==> src/rtl/bin2bcd_converter.sv <==
// Double-dabble binary-to-BCD converter with leading-zero digit mask and overflow flag.
// Latency WIDTH+2 cycles from accepted start to done; start while busy is dropped, results held until next done.
module bin2bcd_converter #(
  parameter int WIDTH  = 32,
  parameter int DIGITS = 8
) (
  input  logic                  clk,
  input  logic                  reset,
  input  logic [WIDTH-1:0]      numb,
  input  logic                  start,
  output logic [4*DIGITS-1:0]   bcd,
  output logic [DIGITS-1:0]     mask,
  output logic                  overflow,
  output logic                  busy,
  output logic                  done
);

  localparam int BW = 4 * DIGITS;
  localparam int CW = (WIDTH > 1) ? $clog2(WIDTH) : 1;

  typedef enum logic [1:0] {
    IDLE   = 2'd0,
    SHIFT  = 2'd1,
    FINISH = 2'd2
  } state_t;

  state_t              state_q, state_d;
  logic [WIDTH-1:0]    bin_q, bin_d;
  logic [BW-1:0]       scr_q, scr_d;
  logic                sticky_q, sticky_d;
  logic [CW-1:0]       cnt_q, cnt_d;
  logic [BW-1:0]       bcd_q, bcd_d;
  logic [DIGITS-1:0]   mask_q, mask_d;
  logic                ovf_q, ovf_d;
  logic                busy_q, busy_d;
  logic                done_q, done_d;

  logic [BW-1:0]       adj;
  logic [DIGITS-1:0]   mask_calc;
  logic                any_nz;

  // Add-3 correction: digits of 5..9 become 8..12, so the shift carries correctly.
  always_comb begin
    adj = scr_q;
    for (int i = 0; i < DIGITS; i++) begin
      if (scr_q[4*i +: 4] >= 4'd5) begin
        adj[4*i +: 4] = scr_q[4*i +: 4] + 4'd3;
      end
    end
  end

  always_comb begin
    any_nz    = 1'b0;
    mask_calc = '0;
    for (int i = DIGITS - 1; i >= 0; i--) begin
      any_nz       = any_nz | (scr_q[4*i +: 4] != 4'd0);
      mask_calc[i] = any_nz;
    end
    mask_calc[0] = 1'b1;
  end

  always_comb begin
    state_d  = state_q;
    bin_d    = bin_q;
    scr_d    = scr_q;
    sticky_d = sticky_q;
    cnt_d    = cnt_q;
    bcd_d    = bcd_q;
    mask_d   = mask_q;
    ovf_d    = ovf_q;
    busy_d   = busy_q;
    done_d   = 1'b0;
    case (state_q)
      IDLE: begin
        if (start) begin
          bin_d    = numb;
          scr_d    = '0;
          sticky_d = 1'b0;
          cnt_d    = '0;
          busy_d   = 1'b1;
          state_d  = SHIFT;
        end
      end
      SHIFT: begin
        // The bit leaving the top digit is a multiple of 10^DIGITS; keep it only as overflow.
        scr_d    = {adj[BW-2:0], bin_q[WIDTH-1]};
        bin_d    = bin_q << 1;
        sticky_d = sticky_q | adj[BW-1];
        cnt_d    = cnt_q + CW'(1);
        if (cnt_q == CW'(WIDTH - 1)) begin
          state_d = FINISH;
        end
      end
      FINISH: begin
        bcd_d   = scr_q;
        ovf_d   = sticky_q;
        mask_d  = sticky_q ? '1 : mask_calc;
        done_d  = 1'b1;
        busy_d  = 1'b0;
        state_d = IDLE;
      end
      default: begin
        busy_d  = 1'b0;
        state_d = IDLE;
      end
    endcase
  end

  always_ff @(posedge clk) begin
    if (reset) begin
      state_q  <= IDLE;
      bin_q    <= '0;
      scr_q    <= '0;
      sticky_q <= 1'b0;
      cnt_q    <= '0;
      bcd_q    <= '0;
      mask_q   <= DIGITS'(1);
      ovf_q    <= 1'b0;
      busy_q   <= 1'b0;
      done_q   <= 1'b0;
    end else begin
      state_q  <= state_d;
      bin_q    <= bin_d;
      scr_q    <= scr_d;
      sticky_q <= sticky_d;
      cnt_q    <= cnt_d;
      bcd_q    <= bcd_d;
      mask_q   <= mask_d;
      ovf_q    <= ovf_d;
      busy_q   <= busy_d;
      done_q   <= done_d;
    end
  end

  assign bcd      = bcd_q;
  assign mask     = mask_q;
  assign overflow = ovf_q;
  assign busy     = busy_q;
  assign done     = done_q;

endmodule

==> config.mk <==
export PLATFORM = sky130hd
export DESIGN_NAME = bin2bcd_converter
export DESIGN_NICKNAME = d
export VERILOG_FILES = /design/src/rtl/bin2bcd_converter.sv
export SDC_FILE = /design/constraint.sdc
export NUM_CORES = 1
export LEC_CHECK = 0
export BUFFER_PORTS_ARGS = -buffer_cell sky130_fd_sc_hd__buf_2
export CAP_MARGIN = 5
export CORE_ASPECT_RATIO = 1.75
export CORE_UTILIZATION = 35
export CTS_CLUSTER_DIAMETER = 50
export DETAILED_ROUTE_END_ITERATION = 7
export HOLD_SLACK_MARGIN = 0.1
export PLACE_DENSITY_LB_ADDON = 0.1
export REMOVE_ABC_BUFFERS = 1
export SYNTH_ARGS = -nofsm -noshare
export SYNTH_HDL_FRONTEND = slang
export SYNTH_SLANG_ARGS = --single-unit
export TNS_END_PERCENT = 20
==> constraint.sdc <==
create_clock -name clk -period 1.8 [get_ports clk]
set_input_delay 0.36 -clock clk [delete_from_list [all_inputs] [get_ports clk]]
set_output_delay 0.36 -clock clk [all_outputs]
set_load 0.01 [all_outputs]
; ---- Word level (Yosys, flattened, before mapping)
; Cells that the tools add are included.
[word_totals]
ff_bits = 115
out_inout_bits = 43
word_cells = 75
[op_classes]
add_sub_neg = 9
order_cmp = 8
n_eq_ne = 5
muxes = 23
bitwise_logic = 8
n_reduce_logical = 12
[op_table]
columns = operator, count
row1 = one-hot mux 32 bit (2 select lines), 2
row2 = two-way mux 32 bit, 2
row3 = adder 4 x 2 -> 4 bit (second input constant), 8
row4 = greater-or-equal comparator 4 x 3 -> 1 bit (second input constant), 8
row5 = two-way mux 4 bit, 8
row6 = nonzero test 4 bit, 7
row7 = one-hot mux 5 bit (2 select lines), 1
row8 = two-way mux 8 bit, 1
row9 = OR 1 bit, 7
row10 = AND reduction 2 bit, 3
row11 = adder 5 x 1 -> 5 bit (second input constant), 1
row12 = == test 5 bit (second input constant), 1
row13 = two-way mux 5 bit, 1
row14 = two-way mux 2 bit, 2
row15 = inequality test 2 bit (second input constant), 2
row16 = one-hot mux 1 bit (2 select lines), 2
row17 = one-hot mux 2 bit (2 select lines), 1
row18 = two-way mux 1 bit, 3
row19 = == test 2 x 1 -> 1 bit (second input constant), 1
row20 = == test 2 bit (second input constant), 1
row21 = logical NOT 2 bit, 1
row22 = nonzero test 2 bit, 1
row23 = inverter 1 bit, 1

; ---- Logic depth before layout (Yosys ltp)
; Gate-level depths: netlist of the first run.
[logic_depth]
word_depth = 8
mapped_depth = 7
depth_no_buf = 6

; ---- Worst setup path before layout of the first run
; Ideal clock, no wire load.
[synth_path]
kind = register to register
start = reg scr_q[9]
end = reg scr_q[10]
t_arrival_ps = 1449
required_time_ps = 1726
setup_slack_ps = 277
path_stages_with_launch = 7
path_buffers = 0
synth_period_minus_slack_ps = 1523
path_cell_list = dfxtp_1 > inv_1 > ha_1 > nand2b_1 > a21oi_1 > mux2_2 > o21ai_0
[synth_via]
elab_chain_len = 3
word_cells_on_any_way = 4
cone_classes = 1 x add/sub / 1 x order compare / 2 x mux
[synth_rtl]
columns = item, line_no
row1 = start: declaration, 29  ; logic [BW-1:0] scr_q, scr_d;
row2 = start signal: assignment, 124  ; scr_q <= scr_d;
row3 = adder 4 x 2 -> 4 bit or greater-or-equal comparator 4 x 3 -> 1 bit (tied branches), "47, 46"
row4 = two-way mux 4 bit *, 46  ; if (scr_q[4*i +: 4] >= 4'd5) begin
row5 = one-hot mux 32 bit (2 select lines) *, 73  ; case (state_q)
; Mark *: on every way between the ends. The rest lies on a longest branch, timed or not.
; A chain may end at the register's enable or synchronous reset.

; ---- Final worst setup path of the first run
[layout_path]
start = reg scr_q[28]
end = reg scr_q[30]
; The elaborated chain is that of the path after synthesis.

==> Flow_metrics.wiki, run 1 <==
{| class="wikitable"
! Metric !! Value
|-
| Final total negative setup slack || 0 ps
|-
| Number of buffers on the longest clock path || 2
|-
| CP endpoint || scr_q[30]
|-
| Post-synthesis compound-gate area fraction || between 10% and 20%
|-
| Port Buffers || 76
|-
| Number of flops mapped to enable cells by yosys || 0
|-
| Final number of hold-violating endpoints || 0
|-
| Main combinational cell family by area after synthesis || simple AND/OR/NAND/NOR gates
|-
| H-Tree Depth || 4
|-
| Diode insertion count for antenna repair || 0
|-
| Floorplan Core Area || 14400 um^2
|-
| Highest fanout seen on the critical path || 5
|-
| Placed cell area || between 5000 and 6000 um^2
|-
| Starting density of the core || 35.8%
|-
| Hold Path Stages || 3
|-
| Worst-skew pair later-pin latency || 410 ps
|-
| I/O pins || 78
|-
| Sinks on the clock net || 114
|-
| Share of synthesized cell area in and, or, nand and nor gates || 21.4%
|-
| Endpoint class of the critical path || flip-flop
|-
| Yosys warnings || 0
|-
| Slew HR || between 50% and 60%
|-
| Critical Path Start Type || flip-flop
|-
| Crit path setup slack, layout || around 140 ps
|-
| Crit path kind || flip-flop to flip-flop
|-
| Required time reported for the critical path endpoint || approximately 2100 ps
|-
| Post-Syn Area || 5140 um^2
|-
| Register-to-Register Path Depth || 6
|-
| Setup repair after global routing missed its margin || false
|-
| Initial antenna violation count || 0
|-
| CTS clk-pin slew, worst paths || 50 ps
|-
| Share of cell area taken by muxes after synthesis || under 10%
|-
| Placer Congestion || 0.828
|-
| Post-placement cell count || 859
|-
| Final Max Tran Viols || 0
|-
| Total number of vias || 4507
|-
| Static leakage || 2.70 nW
|-
| Share of the yosys chip area belonging to registers || about 44%
|-
| Mapped Avg Cell Area || ~8.3 um^2
|-
| Global-route usage over all layers || 18.5%
|-
| Ranking of synthesized cells by area || sky130_fd_sc_hd__dfxtp_1 44%, sky130_fd_sc_hd__nor2_1 7.2%, sky130_fd_sc_hd__nand2_1 6.4%
|-
| XOR/XNOR share of the synthesized area || 1.70%
|-
| Routed WL per cell || ~15 um
|-
| Total of flip-flops plus latches after synthesis || ~110
|-
| FF-to-FF End || scr_q[30]
|-
| Number of placement rows || 58
|-
| Remaining antenna violation count || 0
|-
| Dominant register cell in the synthesized netlist || sky130_fd_sc_hd__dfxtp_1
|-
| Critical path startpoint || scr_q[28]
|-
| Clock Tree Root || sky130_fd_sc_hd__clkbuf_16
|-
| Global-route congestion overflow total || 0
|-
| Maximum clock rate || 0.603 GHz
|-
| Pwr Total || 6.83 mW
|-
| Clock tree from TritonCTS || done
|-
| Largest net degree at the start of global routing || 37
|-
| Launch point of the worst reg-to-reg path || scr_q[28]
|-
| Pin slew with the least headroom to its limit || 656 ps
|-
| Detail-routed via count per cell || 5.06
|-
| Reported max-cap violation count || 0
|-
| Post-layout min period || 1660 ps
|-
| Synthesized netlist cell count || 620
|-
| Global-route wire length before repair || 21.9 mm
|-
| Sum of routed wire length over all layers || around 13 mm
|-
| Worst setup slack for register-to-register paths || ~140 ps
|-
| Nets || 758
|-
| Proportion of synthesized flip-flops having asynchronous set or reset || 0%
|-
| Worst slack after detailed placement || ~94 ps
|-
| Vias in the first global route || roughly 4500
|-
| Worst setup skew after layout || 10.3 ps
|-
| Total Die Area || 15200 um^2
|-
| Setup-failing EPs final || 0
|-
| Post-DP HPWL || 9.45 mm
|-
| Number of buffers created by CTS || 17
|-
| Die width || 93.6 um
|-
| Filler-free cell count of the finished design || 891
|-
| Fraction of the mapped netlist area in adder cells || 6.09%
|-
| Worst min path class || input port to flip-flop
|-
| DRC marker count from the first detailed-route iteration || 127
|-
| Post-CTS setup buffer count || 0
|-
| Total power per unit cell area || between 1000 and 1500 nW/um^2
|-
| Final non-filler cell area || 6440 um^2
|-
| Count of unique library cells instantiated by Yosys || 44
|-
| DR pass1 iterations || 5
|-
| Area growth from synthesis to final layout || 25.3%
|-
| Maximum resistive drop on vdd || 0.630 mV
|-
| Synth area leader || sky130_fd_sc_hd__dfxtp_1
|-
| Number of remaining DRC errors || 0
|-
| Final cycle utilization of the critical path || 92.1%
|-
| Ratio of cells with drive above 1 in the final layout || between 20 and 25%
|-
| Top-area cell type share of the netlist area || 44.4%
|-
| Arrival time at the worst endpoint || 1990 ps
|-
| Height of the chip || 162 um
|-
| Status || finished clean
|}
[Yosys cell counts, types with 6 or more instances]
library cell                number
sky130_fd_sc_hd__nand2b_1       10
sky130_fd_sc_hd__xnor2_1         8
sky130_fd_sc_hd__o21ai_0        24
sky130_fd_sc_hd__buf_2          18
sky130_fd_sc_hd__a211oi_1        7
sky130_fd_sc_hd__nor3_1         29
sky130_fd_sc_hd__nor2_1         98
sky130_fd_sc_hd__a22o_1          7
sky130_fd_sc_hd__nor3b_1         6
sky130_fd_sc_hd__clkbuf_1       14
sky130_fd_sc_hd__dfxtp_1       114
sky130_fd_sc_hd__o31ai_1        12
sky130_fd_sc_hd__nand2_1        87
sky130_fd_sc_hd__ha_1           25
sky130_fd_sc_hd__a2bb2oi_1      24
sky130_fd_sc_hd__inv_1          22
sky130_fd_sc_hd__buf_4           6
sky130_fd_sc_hd__a21oi_1        49
[cells by family after synthesis]
family,after synthesis
and+or+nand+nor,250
AOI/OAI and AO/OA,147
DFF,114
buffers and inverters,64
adders and majority gates,25
xor gates and xnor gates,10
muxes,9
other,1
[stage by stage]
stage / hold WS (ps) / util [%]
global route: 177 / 44.8
CTS: 139 / 44.7
finish: 165 / 44.8
detailed placement: 443 / 40.3
global placement: 440 / 40.3
floorplan: 429 / -
[cells in the final DEF, fill, tap and decap left out, types with 6 or more instances in the layout]
| cell type | instances |
|---|---|
| sky130_fd_sc_hd__a2bb2oi_1 | 24 |
| sky130_fd_sc_hd__inv_1 | 22 |
| sky130_fd_sc_hd__buf_2 | 76 |
| sky130_fd_sc_hd__o21ai_0 | 24 |
| sky130_fd_sc_hd__clkbuf_16 | 17 |
| sky130_fd_sc_hd__xnor2_1 | 8 |
| sky130_fd_sc_hd__nand2_1 | 87 |
| sky130_fd_sc_hd__a211oi_1 | 7 |
| sky130_fd_sc_hd__nor3b_1 | 6 |
| sky130_fd_sc_hd__nor3_1 | 29 |
| sky130_fd_sc_hd__nor2_1 | 98 |
| sky130_fd_sc_hd__nand2b_1 | 10 |
| sky130_fd_sc_hd__o31ai_1 | 12 |
| sky130_fd_sc_hd__ha_1 | 25 |
| sky130_fd_sc_hd__buf_4 | 19 |
| sky130_fd_sc_hd__a21oi_1 | 47 |
| sky130_fd_sc_hd__a22o_1 | 7 |
| sky130_fd_sc_hd__dfxtp_1 | 114 |
[state kept, by name, summed over array words and instances (netlist names)]
register	flops
bcd	32
state_q	2
sticky_q	1
bin_q	32
cnt_q	5
overflow	1
done	1
busy	1
mask	7
scr_q	32
[worst min path at each step]
stage / start / to
floorplan: reset / bcd[0]
global placement: bcd[20] / bcd[20]
detailed placement: bcd[4] / bcd[4]
CTS: numb[20] / bin_q[20]
global route: numb[19] / bin_q[19]
finish: numb[14] / bin_q[14]
[worst max-delay path: stages, from the launching register on]
cell                       delay, ps
sky130_fd_sc_hd__dfxtp_1         350
sky130_fd_sc_hd__inv_1           140
sky130_fd_sc_hd__ha_1            230
sky130_fd_sc_hd__nand2b_1         70
sky130_fd_sc_hd__a21oi_1         300
sky130_fd_sc_hd__mux2_2          370
sky130_fd_sc_hd__o21ai_0         130
[cell type report]
cell class | count | area, um^2
inverters | 23 | 88.8
clock inverters | 9 | 151
flip-flops and latches | 114 | 2280
fillers | 1486 | 7930
multi-input cells | 442 | 2580
well taps | 180 | 225
clock buffers | 23 | 488
repair buffers | 100 | 623
[power breakdown]
part	leakage (nW)	internal, mW	switching [mW]
Sequential	0.927	2.62	0.0550
Combinational	1.46	0.249	0.303
Clock	0.313	2.46	1.15
Total	2.70	5.32	1.51
[layer usage]
layer | global-route usage [%] | wire length (um)
met5 | 0 | 0
met4 | 9.93 | 420
met3 | 3.70 | 434
met2 | 32.8 | 6760
met1 | 20.4 | 5520
[timing repair]
action / 4_1_cts / 5_1_grt
gates resized for setup: 0 / 2
endpoints found under the setup margin: 0 / 2
hold buffers: 0 / 0
hold endpoints to repair: 0 / 0
Note: power is estimated with default switching activity, not from simulation.
==> run 2: changes to the inputs <==
- CTS_BUF_LIST: unset -> sky130_fd_sc_hd__clkbuf_8
- SETUP_SLACK_MARGIN: unset -> 0.05
==> run 2 against run 1 <==
Net effect: final area down 3.0%; total power down 14%; sequential share of layout area up 1.1 points; register-to-register slack about the same; critical path depth unchanged; cell count unchanged; first-iteration DRC count up 19%; critical endpoint unchanged; largest power group is now sequential cells; highest routed layer unchanged.
==> Flow_metrics.wiki, run 2 (synthesis gave the netlist of run 1 again) <==
{| class="wikitable"
! Metric !! Value
|-
| Pwr Total || between 5 and 6 mW
|-
| Critical Path, Cell by Cell || inv_1 -> ha_1 -> nand2b_1 -> a21oi_1 -> mux2_2 -> o21ai_0
|-
| Slew HR || 56.9%
|-
| Most common library cell in the layout ignoring fill and taps || sky130_fd_sc_hd__dfxtp_1
|-
| Utilization of the core after routing || 43.5%
|-
| I/O pins || about 80
|-
| Port Buffers || 76
|-
| Area growth from synthesis to final layout || 21.6%
|-
| Crit path setup slack, layout || 143 ps
|-
| Clock tree from TritonCTS || done
|-
| Endpoint class of the critical path || flip-flop
|-
| Critical Path Start Type || flip-flop
|-
| DRC marker count from the first detailed-route iteration || 151
|-
| Initial antenna violation count || 0
|-
| Number of buffers on the longest clock path || 2
|-
| Die width || 93.6 um
|-
| Nets || 758
|-
| Final total negative setup slack || 0 ps
|-
| H-Tree Depth || 4
|-
| Sinks on the clock net || 114
|-
| FF+latch area || 2280 um^2
|-
| Total number of vias || 4500
|-
| Number of placement rows || 58
|-
| Library cell contributing the largest single delay on the critical path || sky130_fd_sc_hd__mux2_2
|-
| Total Die Area || between 15000 and 20000 um^2
|-
| Max stage delay on crit path || between 300 and 400 ps
|-
| Number of buffers created by CTS || 17
|-
| Global-route congestion overflow total || 0
|-
| Ratio of cells with drive above 1 in the final layout || 20.4%
|-
| Post-CTS setup buffer count || 0
|-
| Post-DP HPWL || between 9 and 10 mm
|-
| Worst slack after detailed placement || 93.8 ps
|-
| Total power per unit cell area || 943 nW/um^2
|-
| Reported max-cap violation count || 0
|-
| Maximum resistive drop on vdd || 0.443 mV
|-
| Crit path kind || flip-flop to flip-flop
|-
| Area occupied by multi-input gates || 2580 um^2
|-
| Starting density of the core || 35.8%
|-
| Commonest cells after routing, fill and taps aside || 113 x sky130_fd_sc_hd__dfxtp_1, 98 x sky130_fd_sc_hd__nor2_1, 87 x sky130_fd_sc_hd__nand2_1, 76 x sky130_fd_sc_hd__buf_2, 47 x sky130_fd_sc_hd__a21oi_1
|-
| Clock Tree Root || sky130_fd_sc_hd__clkbuf_8
|-
| Worst min path class || input port to flip-flop
|-
| Sum of routed wire length over all layers || 13.1 mm
|-
| Worst-skew pair later-pin latency || 420 ps
|-
| DR pass1 iterations || 4
|-
| Post-layout min period || 1660 ps
|-
| Floorplan Core Area || 14400 um^2
|-
| Detail-routed via count per cell || 5.05
|-
| Final cycle utilization of the critical path || 92.1%
|-
| Static leakage || 2.62 nW
|-
| Final number of hold-violating endpoints || 0
|-
| Routed WL per cell || roughly 15 um
|-
| Global-route usage over all layers || 18.4%
|-
| Global-route wire length before repair || 21.8 mm
|-
| Post-cts hold buffer count || 0
|-
| Height of the chip || 162 um
|-
| CTS clk-pin slew, worst paths || around 70 ps
|-
| Number of remaining DRC errors || 0
|-
| Final non-filler cell area || 6250 um^2
|-
| Highest fanout seen on the critical path || 5
|-
| Cells resized by post-CTS repair || 0
|-
| Largest net degree at the start of global routing || 37
|-
| Placed cell area || 5790 um^2
|-
| Remaining antenna violation count || 0
|-
| Pin slew with the least headroom to its limit || 642 ps
|-
| Diode insertion count for antenna repair || 0
|-
| Required time reported for the critical path endpoint || 2150 ps
|-
| Setup repair after global routing missed its margin || true
|-
| Arrival time at the worst endpoint || 2000 ps
|-
| Vias in the first global route || 4509
|-
| Placer Congestion || 0.828
|-
| Final Max Tran Viols || 0
|-
| Status || finished clean
|-
| Worst setup skew after layout || 13.4 ps
|-
| Setup-failing EPs final || 0
|-
| Maximum clock rate || 0.604 GHz
|-
| Number of fill cells in the layout || 1505
|}
-- run 2: changes by cell type in the layout (fill, tap and decap cells not counted), sizes merged --
cell	before	now
inv	23	25
clkbuf	23	21
-- run 2: through the flow --
| stage | cells | hold slack, ps |
|---|---|---|
| 2_1_floorplan | 579 | 429 |
| 3_3_place_gp | 859 | 440 |
| 3_5_place_dp | 859 | 443 |
| 4_1_cts | 891 | 121 |
| 5_1_grt | 891 | 149 |
| 6_report | 891 | 149 |
-- run 2: layout make-up --
| cell class | count | area share, % |
|---|---|---|
| multi-input combinational | 442 | 41.3 |
| sequential | 114 | 36.6 |
| timing repair buffer | 100 | 9.98 |
| clock buffer | 21 | 4.63 |
| tap | 180 | 3.61 |
| clock inverter | 11 | 2.54 |
| inverter | 23 | 1.42 |
-- run 2: final timing paths --
| path | startpoint | endpoint | slack (ps) | depth (start not counted) |
|---|---|---|---|---|
| worst max-delay path | scr_q[28] | scr_q[30] | 140 | 6 |
| worst min-delay path | numb[14] | bin_q[14] | 150 | 3 |
| worst min register to register | bcd[31] | bcd[31] | 450 | 2 |
| worst max register to register | scr_q[28] | scr_q[30] | 140 | 6 |
-- run 2: metal layers --
| metal | up-vias | GRT usage (%) | share of wire [%] |
|---|---|---|---|
| li1 | 2277 | - | - |
| met1 | 2099 | 20.4 | 42 |
| met2 | 100 | 32.6 | 52 |
| met3 | 24 | 3.84 | 3.5 |
| met4 | 0 | 9.37 | 3.1 |
| met5 | - | 0 | 0 |
-- run 2: power breakdown --
| part | internal (mW) | total, mW | switching [mW] | leakage, nW |
|---|---|---|---|---|
| combinational | 0.249 | 0.553 | 0.304 | 1.46 |
| clock | 1.64 | 2.67 | 1.03 | 0.234 |
| sequential | 2.61 | 2.67 | 0.0550 | 0.927 |
| total | 4.50 | 5.89 | 1.39 | 2.62 |
-- run 2: worst max-delay path: cells and delay by family (launching register included) --
| kind | cells | cell delay [ps] |
|---|---|---|
| AOI/OAI and AO/OA | 2 | 430 |
| adders and majority gates | 1 | 230 |
| buffers and inverters | 1 | 140 |
| DFF | 1 | 350 |
| muxes | 1 | 370 |
| and+or+nand+nor | 1 | 70 |
==> run 3: changes to the inputs <==
- ABC_AREA: unset -> 1
==> run 3 against run 2 <==
Net effect: routed wire length decreased by 4.4%; via count grew 2.7%; sequential power decreased by 2%; sequential cell count did not move; worst setup slack gained 35 ps; clock-buffer cell count shrank 3; combinational power fell by 29%; die area decreased by 0.58%; global-route usage fell by 1.3 points; critical path depth grew 3; first-iteration DRC count rose by 70%; largest power group is now the clock network; highest routed layer unchanged.
==> Flow_metrics.wiki, run 3 <==
{| class="wikitable"
! Metric !! Value
|-
| Status || finished clean
|-
| Sum of routed wire length over all layers || between 10 and 15 mm
|-
| Most Frequent Cell on Critical Path || sky130_fd_sc_hd__inv_1
|-
| H-Tree Depth || 4
|-
| Critical path startpoint || scr_q[24]
|-
| Global-route usage over all layers || 17.1%
|-
| Crit path kind || flip-flop to flip-flop
|-
| Number of buffers on the longest clock path || 2
|-
| Final total negative setup slack || 0 ps
|-
| Number of buffers created by CTS || 17
|-
| Synth area leader || sky130_fd_sc_hd__dfxtp_1
|-
| Dominant register cell in the synthesized netlist || sky130_fd_sc_hd__dfxtp_1
|-
| Total Die Area || about 15000 um^2
|-
| Starting density of the core || 35.7%
|-
| Routed WL per cell || 13.1 um
|-
| Total of flip-flops plus latches after synthesis || 114
|-
| Worst setup slack for register-to-register paths || ~180 ps
|-
| Placer Congestion || 0.767
|-
| Worst-skew pair later-pin latency || 420 ps
|-
| Max stage delay on crit path || 400 ps
|-
| Proportion of synthesized flip-flops having asynchronous set or reset || 0%
|-
| Worst slack after detailed placement || 188 ps
|-
| Number of flops mapped to enable cells by yosys || 0
|-
| Final Max Tran Viols || 0
|-
| Reported max-cap violation count || 0
|-
| Critical Path, Cell by Cell || inv_1 -> ha_1 -> inv_1 -> nor2_1 -> o21ai_0 -> inv_1 -> nand2_1 -> nand3_1 -> a21oi_1
|-
| Library cell contributing the largest single delay on the critical path || sky130_fd_sc_hd__dfxtp_1
|-
| Required time reported for the critical path endpoint || 2150 ps
|-
| Clock tree from TritonCTS || done
|-
| Ranking of synthesized cells by area || sky130_fd_sc_hd__dfxtp_1 45%, sky130_fd_sc_hd__nand2_1 14%, sky130_fd_sc_hd__a21oi_1 7.8%
|-
| Final cycle utilization of the critical path || 90.1%
|-
| Setup repair after global routing missed its margin || true
|-
| Largest net degree at the start of global routing || 60
|-
| Share of the yosys chip area belonging to registers || between 40 and 50%
|-
| Clock Tree Root || sky130_fd_sc_hd__clkbuf_8
|-
| Pwr Total || 5.84 mW
|-
| Total power per unit cell area || 951 nW/um^2
|-
| Maximum resistive drop on vdd || 0.511 mV
|-
| Static leakage || 2.87 nW
|-
| Filler-free cell count of the finished design || 957
|-
| Global-route congestion overflow total || 0
|-
| I/O pins || 78
|-
| Post-DP HPWL || 8.48 mm
|-
| Count of unique library cells instantiated by Yosys || 26
|-
| Port Buffers || 76
|-
| Height of the chip || between 150 and 200 um
|-
| CTS clk-pin slew, worst paths || ~70 ps
|-
| Final non-filler cell area || 6140 um^2
|-
| Final number of hold-violating endpoints || 0
|-
| Minimum hold slack || 186 ps
|-
| Die width || 93.3 um
|-
| FF-to-FF End || scr_q[26]
|-
| Total number of vias || 4620
|-
| Register-to-Register Path Depth || 9
|-
| Area growth from synthesis to final layout || 20.3%
|-
| Post-Syn Area || 5110 um^2
|-
| Floorplan Core Area || 14300 um^2
|-
| Number of fill cells in the layout || 1468
|-
| Commonest cells after routing, fill and taps aside || 185 x sky130_fd_sc_hd__nand2_1, 114 x sky130_fd_sc_hd__dfxtp_1, 80 x sky130_fd_sc_hd__a21oi_1, 76 x sky130_fd_sc_hd__inv_1, 76 x sky130_fd_sc_hd__buf_2
|-
| Sinks on the clock net || between 100 and 150
|-
| Number of remaining DRC errors || 0
|-
| Synthesized netlist cell count || 694
|-
| Arrival time at the worst endpoint || 1970 ps
|-
| Ratio of cells with drive above 1 in the final layout || 16.3%
|-
| Critical Path Start Type || flip-flop
|-
| Highest fanout seen on the critical path || 5
|-
| Top-area cell type share of the netlist area || between 40 and 50%
|-
| Mapped Avg Cell Area || 7.36 um^2
|-
| Post-placement cell count || 925
|-
| Utilization of the core after routing || 43.0%
|-
| DR pass1 iterations || 4
|-
| Vias in the first global route || between 4000 and 5000
|-
| Number of placement rows || a little under 60
|-
| Top post-synthesis cells by count || 185 x sky130_fd_sc_hd__nand2_1, 114 x sky130_fd_sc_hd__dfxtp_1, 80 x sky130_fd_sc_hd__a21oi_1
|-
| Post-layout min period || about 1600 ps
|-
| Yosys warnings || 0
|-
| Worst min path class || input port to flip-flop
|-
| Crit path setup slack, layout || 178 ps
|-
| Remaining antenna violation count || 0
|-
| Setup-failing EPs final || 0
|-
| DRC marker count from the first detailed-route iteration || 256
|-
| Worst setup skew after layout || approximately 13 ps
|-
| Diode insertion count for antenna repair || 0
|-
| CP endpoint || scr_q[26]
|-
| Placed cell area || 5680 um^2
|-
| Most frequent cell after synthesis || sky130_fd_sc_hd__nand2_1
|-
| Maximum clock rate || 0.617 GHz
|-
| Initial antenna violation count || 0
|-
| Endpoint class of the critical path || flip-flop
|-
| Most common library cell in the layout ignoring fill and taps || sky130_fd_sc_hd__nand2_1
|-
| Launch point of the worst reg-to-reg path || scr_q[24]
|-
| Global-route wire length before repair || 20.3 mm
|-
| Detail-routed via count per cell || 4.83
|-
| Nets || 824
|}
## run 3: cell types whose count changed after synthesis, moves of 8 or more
cell and change:
sky130_fd_sc_hd__o31ai_1 -12, sky130_fd_sc_hd__inv_1 +52, sky130_fd_sc_hd__o21ai_0 +29, sky130_fd_sc_hd__a21oi_1 +31, sky130_fd_sc_hd__nor3_1 -26, sky130_fd_sc_hd__nand2_1 +98, sky130_fd_sc_hd__a2bb2oi_1 -24, sky130_fd_sc_hd__nand2b_1 -10
sky130_fd_sc_hd__a22oi_1 +17, sky130_fd_sc_hd__nor2_1 -63, sky130_fd_sc_hd__nand3_1 +26, sky130_fd_sc_hd__xnor2_1 -8
## run 3: critical path, delay by kind of cell, from the launching register on
| kind | cells | cell delay (ps) |
|---|---|---|
| flip-flops | 1 | 400 |
| adder cells (fa/ha/maj) | 1 | 240 |
| AO/OA/AOI/OAI | 2 | 420 |
| AND/OR/NAND/NOR | 3 | 210 |
| buffers and inverters | 3 | 310 |
## run 3: power breakdown
part           total (mW)  switching, mW  internal [mW]  leakage (nW)
Clock                2.83           1.03           1.80         0.248
Sequential           2.62         0.0342           2.58         0.924
Combinational       0.390          0.254          0.136          1.70
## run 3: logic make-up after synthesis
kind of cell    count (synthesis)  share of synthesized area [%]
compound gates                173                           18.7
flops                         114                           44.7
xor+xnor                        2                          0.343
simple gates                  263                           20.7
other cells                     1                         0.0734
buf+inv                       116                           9.38
fa+ha+maj                      25                           6.12
## run 3: metal layers
layer | share of wire (%) | track usage, % | vias up
met3 | 3.3 | 4.03 | 7
met2 | 54 | 31.4 | 92
met1 | 42 | 18.4 | 2118
li1 | - | - | 2403
met5 | 0 | 0 | -
met4 | 0.94 | 6.71 | 0
## run 3: worst min-delay path by stage
stage | slack, ps | startpoint | depth (start not counted) | endpoint
after CTS | 150 | numb[0] | 3 | bin_q[0]
final | 190 | numb[0] | 3 | bin_q[0]
after detailed placement | 460 | bin_q[1] | 2 | bin_q[1]
after global routing | 150 | numb[0] | 3 | bin_q[0]
after global placement | 450 | bin_q[0] | 2 | bin_q[0]
after floorplan | 430 | reset | 1 | bin_q[0]
## run 3: layout make-up
cell class	instances	area (um^2)	area share (%)
Multi-Input combinational cell	464	2350	38.3
Sequential cell	114	2280	37.1
Timing Repair Buffer	89	528	8.59
Inverter	78	293	4.76
Clock buffer	18	248	4.03
Tap cell	180	225	3.67
Clock inverter	14	218	3.54
## run 3: repair_timing
item                       4_1_cts  5_1_grt
hold buffers                     0        0
resized for setup                0        1
setup buffers                    0        0
setup endpoints to repair        0        3
